`config.mk`:
```
export PLATFORM = sky130hd
export DESIGN_NAME = pipeline_controller
export DESIGN_NICKNAME = d
export VERILOG_FILES = /design/src/rtl/xm23_pipe_pkg.sv /design/src/rtl/hazard_shadow.sv /design/src/rtl/pipeline_controller.sv
export SDC_FILE = /design/constraint.sdc
export NUM_CORES = 1
export LEC_CHECK = 0
export BUFFER_PORTS_ARGS = -buffer_cell sky130_fd_sc_hd__buf_2
export CAP_MARGIN = 20
export CORE_MARGIN = 2
export CORE_UTILIZATION = 40
export CTS_BUF_LIST = sky130_fd_sc_hd__clkbuf_8
export CTS_CLUSTER_DIAMETER = 200
export DETAILED_ROUTE_END_ITERATION = 8
export SYNTH_ARGS = -nofsm -noshare
export SYNTH_HDL_FRONTEND = slang
export SYNTH_HIERARCHICAL = 1
export SYNTH_SLANG_ARGS = --single-unit
```
`constraint.sdc`:
```
create_clock -name clk -period 3 [get_ports clk]
set_clock_uncertainty 0.05 [all_clocks]
set_input_delay 0.45 -clock clk [delete_from_list [all_inputs] [get_ports clk]]
set_output_delay 0.45 -clock clk [all_outputs]
set_load 0.05 [all_outputs]
```
`src/rtl/xm23_pipe_pkg.sv`:
```
// Shared types and stall-cause indices for the XM23 pipeline hazard/flow controller.
package xm23_pipe_pkg;

    localparam int unsigned STALL_RAW_E = 0;
    localparam int unsigned STALL_RAW_M = 1;
    localparam int unsigned STALL_RAW_W = 2;
    localparam int unsigned STALL_MEM   = 3;
    localparam int unsigned STALL_SLP   = 4;
    localparam int unsigned STALL_FLUSH = 5;

    localparam int unsigned SHADOW_DEPTH = 3;

    // One in-flight writer: primary destination D and optional second destination S.
    typedef struct packed {
        logic       wr_valid;
        logic [2:0] wr_reg;
        logic       wr2_valid;
        logic [2:0] wr2_reg;
    } shadow_entry_t;

    typedef enum logic {MemIdle, MemWait} mem_state_t;
    typedef enum logic {SlpAwake, SlpSleep} slp_state_t;

    function automatic logic entry_writes(input shadow_entry_t e, input logic [2:0] r);
        return (e.wr_valid && (e.wr_reg == r)) || (e.wr2_valid && (e.wr2_reg == r));
    endfunction

endpackage

```
`src/rtl/hazard_shadow.sv`:
```
// Destination shadow for the E/M/W stages and the RAW compare against the decode stage.
module hazard_shadow
    import xm23_pipe_pkg::*;
(
    input  logic       clk,
    input  logic       reset_n,
    input  logic       shift,
    input  logic       load,
    input  logic       dec_valid,
    input  logic       dec_rd_src,
    input  logic       dec_rd_dst,
    input  logic       dec_wr_dst,
    input  logic       dec_wr_src,
    input  logic [2:0] dec_D,
    input  logic [2:0] dec_S,
    input  logic       dec_rc,
    output logic [2:0] raw_hit
);

    shadow_entry_t [SHADOW_DEPTH-1:0] shadow_q;
    shadow_entry_t                    new_entry;

    always_comb begin
        new_entry = '0;
        if (load) begin
            new_entry = '{wr_valid: dec_wr_dst, wr_reg: dec_D,
                          wr2_valid: dec_wr_src, wr2_reg: dec_S};
        end
    end

    always_ff @(posedge clk or negedge reset_n) begin
        if (!reset_n) begin
            shadow_q <= '0;
        end else if (shift) begin
            shadow_q[2] <= shadow_q[1];
            shadow_q[1] <= shadow_q[0];
            shadow_q[0] <= new_entry;
        end
    end

    always_comb begin
        raw_hit = '0;
        for (int k = 0; k < SHADOW_DEPTH; k++) begin
            raw_hit[k] = dec_valid &&
                ((dec_rd_src && !dec_rc && entry_writes(shadow_q[k], dec_S)) ||
                 (dec_rd_dst && entry_writes(shadow_q[k], dec_D)));
        end
    end

endmodule

```
`src/rtl/pipeline_controller.sv`:
```
// XM23 hazard and flow-control unit: RAW stalls, memory wait freeze, branch flush, sleep hold.
module pipeline_controller
    import xm23_pipe_pkg::*;
#(
    parameter int unsigned FLUSH_CYCLES = 2,
    parameter int unsigned MEM_TIMEOUT  = 15
) (
    input  logic       clk,
    input  logic       reset_n,
    input  logic       dec_valid,
    input  logic       dec_rd_src,
    input  logic       dec_rd_dst,
    input  logic       dec_wr_dst,
    input  logic       dec_wr_src,
    input  logic [2:0] dec_D,
    input  logic [2:0] dec_S,
    input  logic       dec_rc,
    input  logic       branch_fail,
    input  logic       mem_req,
    input  logic       mem_ready,
    input  logic       slp_wb,
    input  logic       wake_i,
    output logic [7:0] stall_o,
    output logic       clear_o,
    output logic       freeze_o,
    output logic       fetch_hold_o,
    output logic       mem_err_o,
    output logic       sleep_o
);

    mem_state_t mem_state_q, mem_state_d;
    slp_state_t slp_state_q, slp_state_d;
    logic [15:0] wait_cnt_q, wait_cnt_d;
    logic        mem_err_q, mem_err_d;
    logic [7:0]  flush_cnt_q, flush_cnt_d;
    logic        branch_pend_q, branch_pend_d;
    logic        branch_now;
    logic        shadow_load;
    logic [2:0]  raw_hit;

    always_ff @(posedge clk or negedge reset_n) begin
        if (!reset_n) begin
            mem_state_q   <= MemIdle;
            slp_state_q   <= SlpAwake;
            wait_cnt_q    <= '0;
            mem_err_q     <= 1'b0;
            flush_cnt_q   <= '0;
            branch_pend_q <= 1'b0;
        end else begin
            mem_state_q   <= mem_state_d;
            slp_state_q   <= slp_state_d;
            wait_cnt_q    <= wait_cnt_d;
            mem_err_q     <= mem_err_d;
            flush_cnt_q   <= flush_cnt_d;
            branch_pend_q <= branch_pend_d;
        end
    end

    always_comb begin
        mem_state_d = mem_state_q;
        wait_cnt_d  = wait_cnt_q;
        mem_err_d   = 1'b0;
        unique case (mem_state_q)
            MemIdle: begin
                if (mem_req && !mem_ready) begin
                    mem_state_d = MemWait;
                    wait_cnt_d  = '0;
                end
            end
            MemWait: begin
                if (mem_ready) begin
                    mem_state_d = MemIdle;
                    wait_cnt_d  = '0;
                end else if ((MEM_TIMEOUT != 0) && (wait_cnt_q == 16'(MEM_TIMEOUT - 1))) begin
                    mem_state_d = MemIdle;
                    wait_cnt_d  = '0;
                    mem_err_d   = 1'b1;
                end else if (MEM_TIMEOUT != 0) begin
                    wait_cnt_d = wait_cnt_q + 16'd1;
                end
            end
            default: mem_state_d = MemIdle;
        endcase

        slp_state_d = slp_state_q;
        unique case (slp_state_q)
            SlpAwake: if (slp_wb && !wake_i) slp_state_d = SlpSleep;
            SlpSleep: if (wake_i) slp_state_d = SlpAwake;
            default:  slp_state_d = SlpAwake;
        endcase

        // A misprediction seen while frozen is held until the freeze lifts.
        branch_now    = (branch_fail || branch_pend_q) && !freeze_o;
        branch_pend_d = freeze_o && (branch_pend_q || branch_fail);
        flush_cnt_d   = flush_cnt_q;
        if (branch_now) begin
            flush_cnt_d = 8'(FLUSH_CYCLES);
        end else if (!freeze_o && (flush_cnt_q != '0)) begin
            flush_cnt_d = flush_cnt_q - 8'd1;
        end
    end

    always_comb begin
        freeze_o  = (mem_state_q == MemWait);
        sleep_o   = (slp_state_q == SlpSleep);
        clear_o   = (flush_cnt_q != '0);
        mem_err_o = mem_err_q;
        stall_o   = '0;
        stall_o[STALL_RAW_W:STALL_RAW_E] = clear_o ? 3'b000 : raw_hit;
        stall_o[STALL_MEM]   = freeze_o;
        stall_o[STALL_SLP]   = sleep_o;
        stall_o[STALL_FLUSH] = clear_o;
        fetch_hold_o = (|stall_o[STALL_SLP:STALL_RAW_E]) || freeze_o;
    end

    assign shadow_load = dec_valid && !(|stall_o[STALL_SLP:STALL_RAW_E]) && !clear_o &&
                         !branch_now;

    hazard_shadow u_hazard_shadow (
        .clk        (clk),
        .reset_n    (reset_n),
        .shift      (!freeze_o),
        .load       (shadow_load),
        .dec_valid  (dec_valid),
        .dec_rd_src (dec_rd_src),
        .dec_rd_dst (dec_rd_dst),
        .dec_wr_dst (dec_wr_dst),
        .dec_wr_src (dec_wr_src),
        .dec_D      (dec_D),
        .dec_S      (dec_S),
        .dec_rc     (dec_rc),
        .raw_hit    (raw_hit)
    );

endmodule

```
Word-level counts from Yosys, hierarchy flattened:

Index checks and enable logic that the tools add are counted.
Widths: inputs -> output; s select.

* add/sub/neg operators: 2
* $mul: 0
* div/mod/pow operators: 0
* $lt $le $gt $ge: 0
* eq/ne operators: 14
* shifts and indexed selects: 0
* muxes and demuxes: 18
* bitwise gates (word level): 2
* reductions and logical operators: 51

Operators by type and width (count)
* $mux 16: 3
* $eq 3x3->1: 12
* $pmux 16 s2: 1
* $logic_and 1x1->1: 30
* $mux 8: 3
* $add 16x1->16 const B: 1
* $eq 16x4->1 const B: 1
* $logic_or 1x1->1: 11
* $mux 1: 8
* $reduce_bool 8->1: 1
* $sub 8x1->8 const B: 1
* $logic_not 1->1: 7
* $reduce_or 5->1: 1
* $pmux 1 s2: 2
* $mux 3: 1
* $ne 2x2->1 const B: 1
* $not 1->1: 2
* $reduce_bool 2->1: 1

* bits in registers: 52
* bits in latches: 0
* memory bits (writable): 0
* bits in read-only memories: 0
* output and inout port bits: 13
* logic and storage cells: 105
* memories kept: 0

Longest topological paths before layout:

* depth in word-level cells: 13
* gate-level depth with buffers: 11

Cells and area by module:

Netlist, hierarchy kept.

Modules (own cells, without submodules)
* pipeline_controller: instances 1, cells each 188, area an instance 1726.7 µm², sequential area each 700.7 µm²
* hazard_shadow: instances 1, cells each 133, area an instance 1428.9 µm², sequential area each 600.6 µm²

Worst setup path before layout:

No wires, ideal clock.

* path kind: register to output
* start: register flush_cnt_q[2]
* end: output fetch_hold_o
* arrival time: 2.250 ns
* slack: 0.250 ns
* cell stages (with the launch flop): 6
* path buffers: 1
* cell sequence: dfrtp_1 > buf_6 > or4_4 > nor3_4 > inv_2 > o21ai_1

* word-level cells in the longest chain between the ends: 4

RTL lines
* start, declared: line pipeline_controller.sv:35 `logic [7:0] flush_cnt_q, flush_cnt_d;`
* start signal, assigned: line pipeline_controller.sv:54 `flush_cnt_q <= flush_cnt_d;`
* $reduce_bool 8->1: line pipeline_controller.sv:106 `clear_o = (flush_cnt_q != '0);`
* net clear_o: line pipeline_controller.sv:24 `output logic clear_o,`
* $mux 3: line pipeline_controller.sv:109 `stall_o[STALL_RAW_W:STALL_RAW_E] = clear_o ? 3'b000 : raw_hit;`
* $reduce_or 5->1: line pipeline_controller.sv:113 `fetch_hold_o = (|stall_o[STALL_SLP:STALL_RAW_E]) || freeze_o;`
* $logic_or 1x1->1: line pipeline_controller.sv:113
* end, declared: line pipeline_controller.sv:26 `output logic fetch_hold_o,`

The timed path passes the listed nets, and every way through them passes these cells.

Worst setup path after layout:

* start: register flush_cnt_q[2]
* end: output fetch_hold_o

* word-level cells in the longest chain between the ends: 4

RTL lines (line)
* $reduce_bool 8->1: pipeline_controller.sv:106
* $mux 3: pipeline_controller.sv:109
* $reduce_or 5->1: pipeline_controller.sv:113
* $logic_or 1x1->1: pipeline_controller.sv:113

No other way between the ends.

==> run_results.csv <==
group,metric,value,unit
place,gp_congestion,0.855,
setup_path,r2r-end,"u_hazard_shadow/shadow_q[1]",
place,io_buffers,29,
global_route,grt_pass1_wl,11.2,mm
timing,period_needed,2.72,ns
drt,drtIter0Drc,80,
global_route,grt-ovfl-total,0,
global_route,grt_max_degree,35,
finish,final_util,0.441,
setup_path,cp-start-kind,"flop",
finish,area_growth_syn_to_layout,7.53,%
global_route,track_usage,0.161,
power,pwr-share-clk,0.232,
setup_path,timing.rr.start,"flush_cnt_q[2]",
timing,rsz0062_at_grt,"false",
synthesis,synth_cell_type_count,52,
clocking,postCtsSetupBuffers,0,
synthesis,yosys_warnings,6,
timing,hold_viol,0,
global_route,grt_pass1_vias,2281,
drt,vias_per_cell,5.45,
power,vdd_drop_max,0.000192,V
drt,drc,0,
die,start_util,0.410,
status,outcome,"finished, final reports clean",
synthesis,synth_area_leaders,"dfrtp_1 41%, xnor2_1 10%, mux2_2 5.7%, nand4_1 4.2%, a21oi_1 2.9%",
power,p_switching,658,uW
drt,firstDrtPassIters,4,
setup_path,worst_setup_path_end_kind,"primary output",
timing,slew_headroom,0.472,
synthesis,synthAdderAreaFrac,0.0159,
clocking,cts_sinks,52,
synthesis,async_flop_share,1.00,
clocking,ctsRootBufferMaster,"clkbuf_8",
clocking,clkTransAtPathRegs,0.10,ns
setup_path,crit_type,"flop to primary output",
power,seqPwrFrac,0.476,
setup_path,critPathArrivalTime,2.22,ns
clocking,cts_buffers,5,
clocking,hold_buffers,0,
timing,final_max_slew_viol_count,0,
timing,hold_slack,0.148,ns
power,p_sw_frac,0.367,
timing,worst_pin_slew,0.790,ns
synthesis,synthMuxAreaShare,0.0603,
finish,nets,363,
clocking,cts-resized-gates,0,
synthesis,synth_simple_gate_area_frac,0.198,
setup_path,rrSetupSlack,0.51,ns
die,coreArea,0.00769,mm^2
clocking,clk_path_buf_depth,2,
synthesis,ys_seq_area_frac,0.412,
synthesis,synth_top_family_by_area,"simple AND/OR/NAND/NOR gates",
place,dpl-instance-area,0.00328,mm^2
synthesis,synth_xor_area_frac,0.0999,
die,rows,32,
finish,diodes,0,
hold_path,hp-class,"primary input to async pin",
drt,antenna_left,0,
die,die_x,92.8,um
drt,wire_per_inst,14.9,um
drt,vias,2415,
place,dp_hpwl,4.63,mm
clocking,clk_latency,0.31,ns
synthesis,synth_edf_count,0,
global_route,antenna_found_initial,0,
synthesis,synth_area,0.00316,mm^2
timing,setup-tns-final,0,ns
clocking,cts_tree,"yes",
setup_path,crit_required,2.50,ns
clocking,htreeDepth,2,
synthesis,synth_compound_area_frac,0.137,
synthesis,ys_ff_latch,52,
timing,setup_viol,0,
run,drv_cap,0,
power,leakage,1.39,nW
synthesis,synth_cells,321,
die,dieArea,0.00862,mm^2
synthesis,yosysTopAreaCell,"dfrtp_1",
synthesis,synth.top_cell.area_share,0.412,
power,powerDensity,528,mW/mm^2
die,io_pins,32,
finish,final_area,0.00339,mm^2
timing,finalWorstSetupSlack,0.278,ns
finish,layout-drive-gt1-share,0.217,
timing,min_period_over_period,0.907,
setup_path,reg2reg_depth,6,
synthesis,ys.flop_type,"dfrtp_1",
place,post-place-ws,0.420,ns
drt,wirelength,6.62,mm
synthesis,synth_area_per_cell,9.83,um^2
setup_path,critPathMaxFanout,9,
die,die_h,92.8,um
power,p_comb_frac,0.291,
timing,clock.fmax,0.367,GHz
power,p_int,1.14,mW
flip-flops by register name, indices dropped and copies added, names as in the netlist:
signal / cells
u_hazard_shadow/shadow_q: 24
wait_cnt_q: 16
flush_cnt_q: 8
branch_pend_q: 1
freeze_o: 1
mem_err_o: 1
sleep_o: 1
cells by family after synthesis:
group	count (synthesis)
AND/OR/NAND/NOR	107
AO/OA/AOI/OAI	65
flip-flops	52
buffers and inverters	39
XOR/XNOR	36
multiplexers	17
adder cells (fa/ha/maj)	4
other	1
per-layer routing:
metal	vias to the layer above	GRT usage	part of all wire
met5	-	0	0
met4	0	0.0441	0.010
met3	9	0.0244	0.035
met2	51	0.257	0.46
met1	1176	0.228	0.50
li1	1179	-	-
area by class of cell:
class / instances / area [um^2]
clock buffers: 6 / 82.6
repair buffers: 33 / 188
inverters: 17 / 63.8
multi-input cells: 231 / 1620
fillers: 778 / 4290
well taps: 102 / 128
clock inverters: 2 / 10.0
flip-flops and latches: 52 / 1300
metrics by stage:
stage | std cells | total power, mW
global route | 443 | 1.90
CTS | 442 | 1.81
finish | 443 | 1.79
detailed placement | 434 | 1.38
global placement | 434 | 1.36
floorplan | 322 | 1.28
synthesized netlist by cell type, types with 2 or more instances:
cell / number
a21oi_1: 18
a31oi_1: 8
a22o_1: 3
nor2_1: 15
buf_4: 7
a21o_1: 3
o21ai_1: 3
nand3b_1: 3
ha_1: 4
nand3_1: 18
mux2_2: 16
inv_1: 16
o211ai_1: 3
nand4_1: 21
o31ai_2: 2
and4_1: 2
nor4_1: 5
dfrtp_1: 52
o21ai_0: 16
and2_2: 3
nand2b_1: 5
or2_1: 3
xnor2_1: 36
clkbuf_1: 3
buf_6: 8
nand2_1: 14
buf_2: 3
nor3_1: 7
power by group through the flow:
| stage | logic [mW] | registers [mW] | clock network [mW] |
|---|---|---|---|
| 6_report | 0.522 | 0.854 | 0.416 |
| 5_1_grt | 0.572 | 0.866 | 0.460 |
| 4_1_cts | 0.519 | 0.851 | 0.436 |
| 3_5_place_dp | 0.518 | 0.866 | 0 |
| 3_3_place_gp | 0.502 | 0.860 | 0 |
| 2_1_floorplan | 0.443 | 0.841 | 0 |
how the worst max path moves through the flow:
stage / startpoint / to / slack (ns) / cells after the start
floorplan: flush_cnt_q[2] / fetch_hold_o / 0.25 / 5
global placement: dec_S[1] / u_hazard_shadow/shadow_q[1] / 0.40 / 10
detailed placement: dec_S[1] / u_hazard_shadow/shadow_q[1] / 0.42 / 10
CTS: flush_cnt_q[2] / fetch_hold_o / 0.29 / 5
global route: flush_cnt_q[2] / fetch_hold_o / 0.13 / 5
finish: flush_cnt_q[2] / fetch_hold_o / 0.28 / 5
worst max-delay path: stages (launching register included):
cell and delay [ns]:
dfrtp_1 0.47, or4_4 0.57, nor3_4 0.32, inv_2 0.12, o21ai_1 0.16, buf_2 0.28
cell usage in the layout, fill, tap and decap left out, types with 5 or more instances in the layout:
cell and count:
dfrtp_1 52, xnor2_1 36, buf_2 29, nand4_1 21
nand3_1 18, a21oi_1 18, inv_1 16, o21ai_0 16
mux2_2 16, nor2_1 15, nand2_1 14, a31oi_1 8
nor3_1 7, clkbuf_8 6, nand2b_1 5, nor4_1 5
Note: power is estimated with default switching activity, not from simulation.
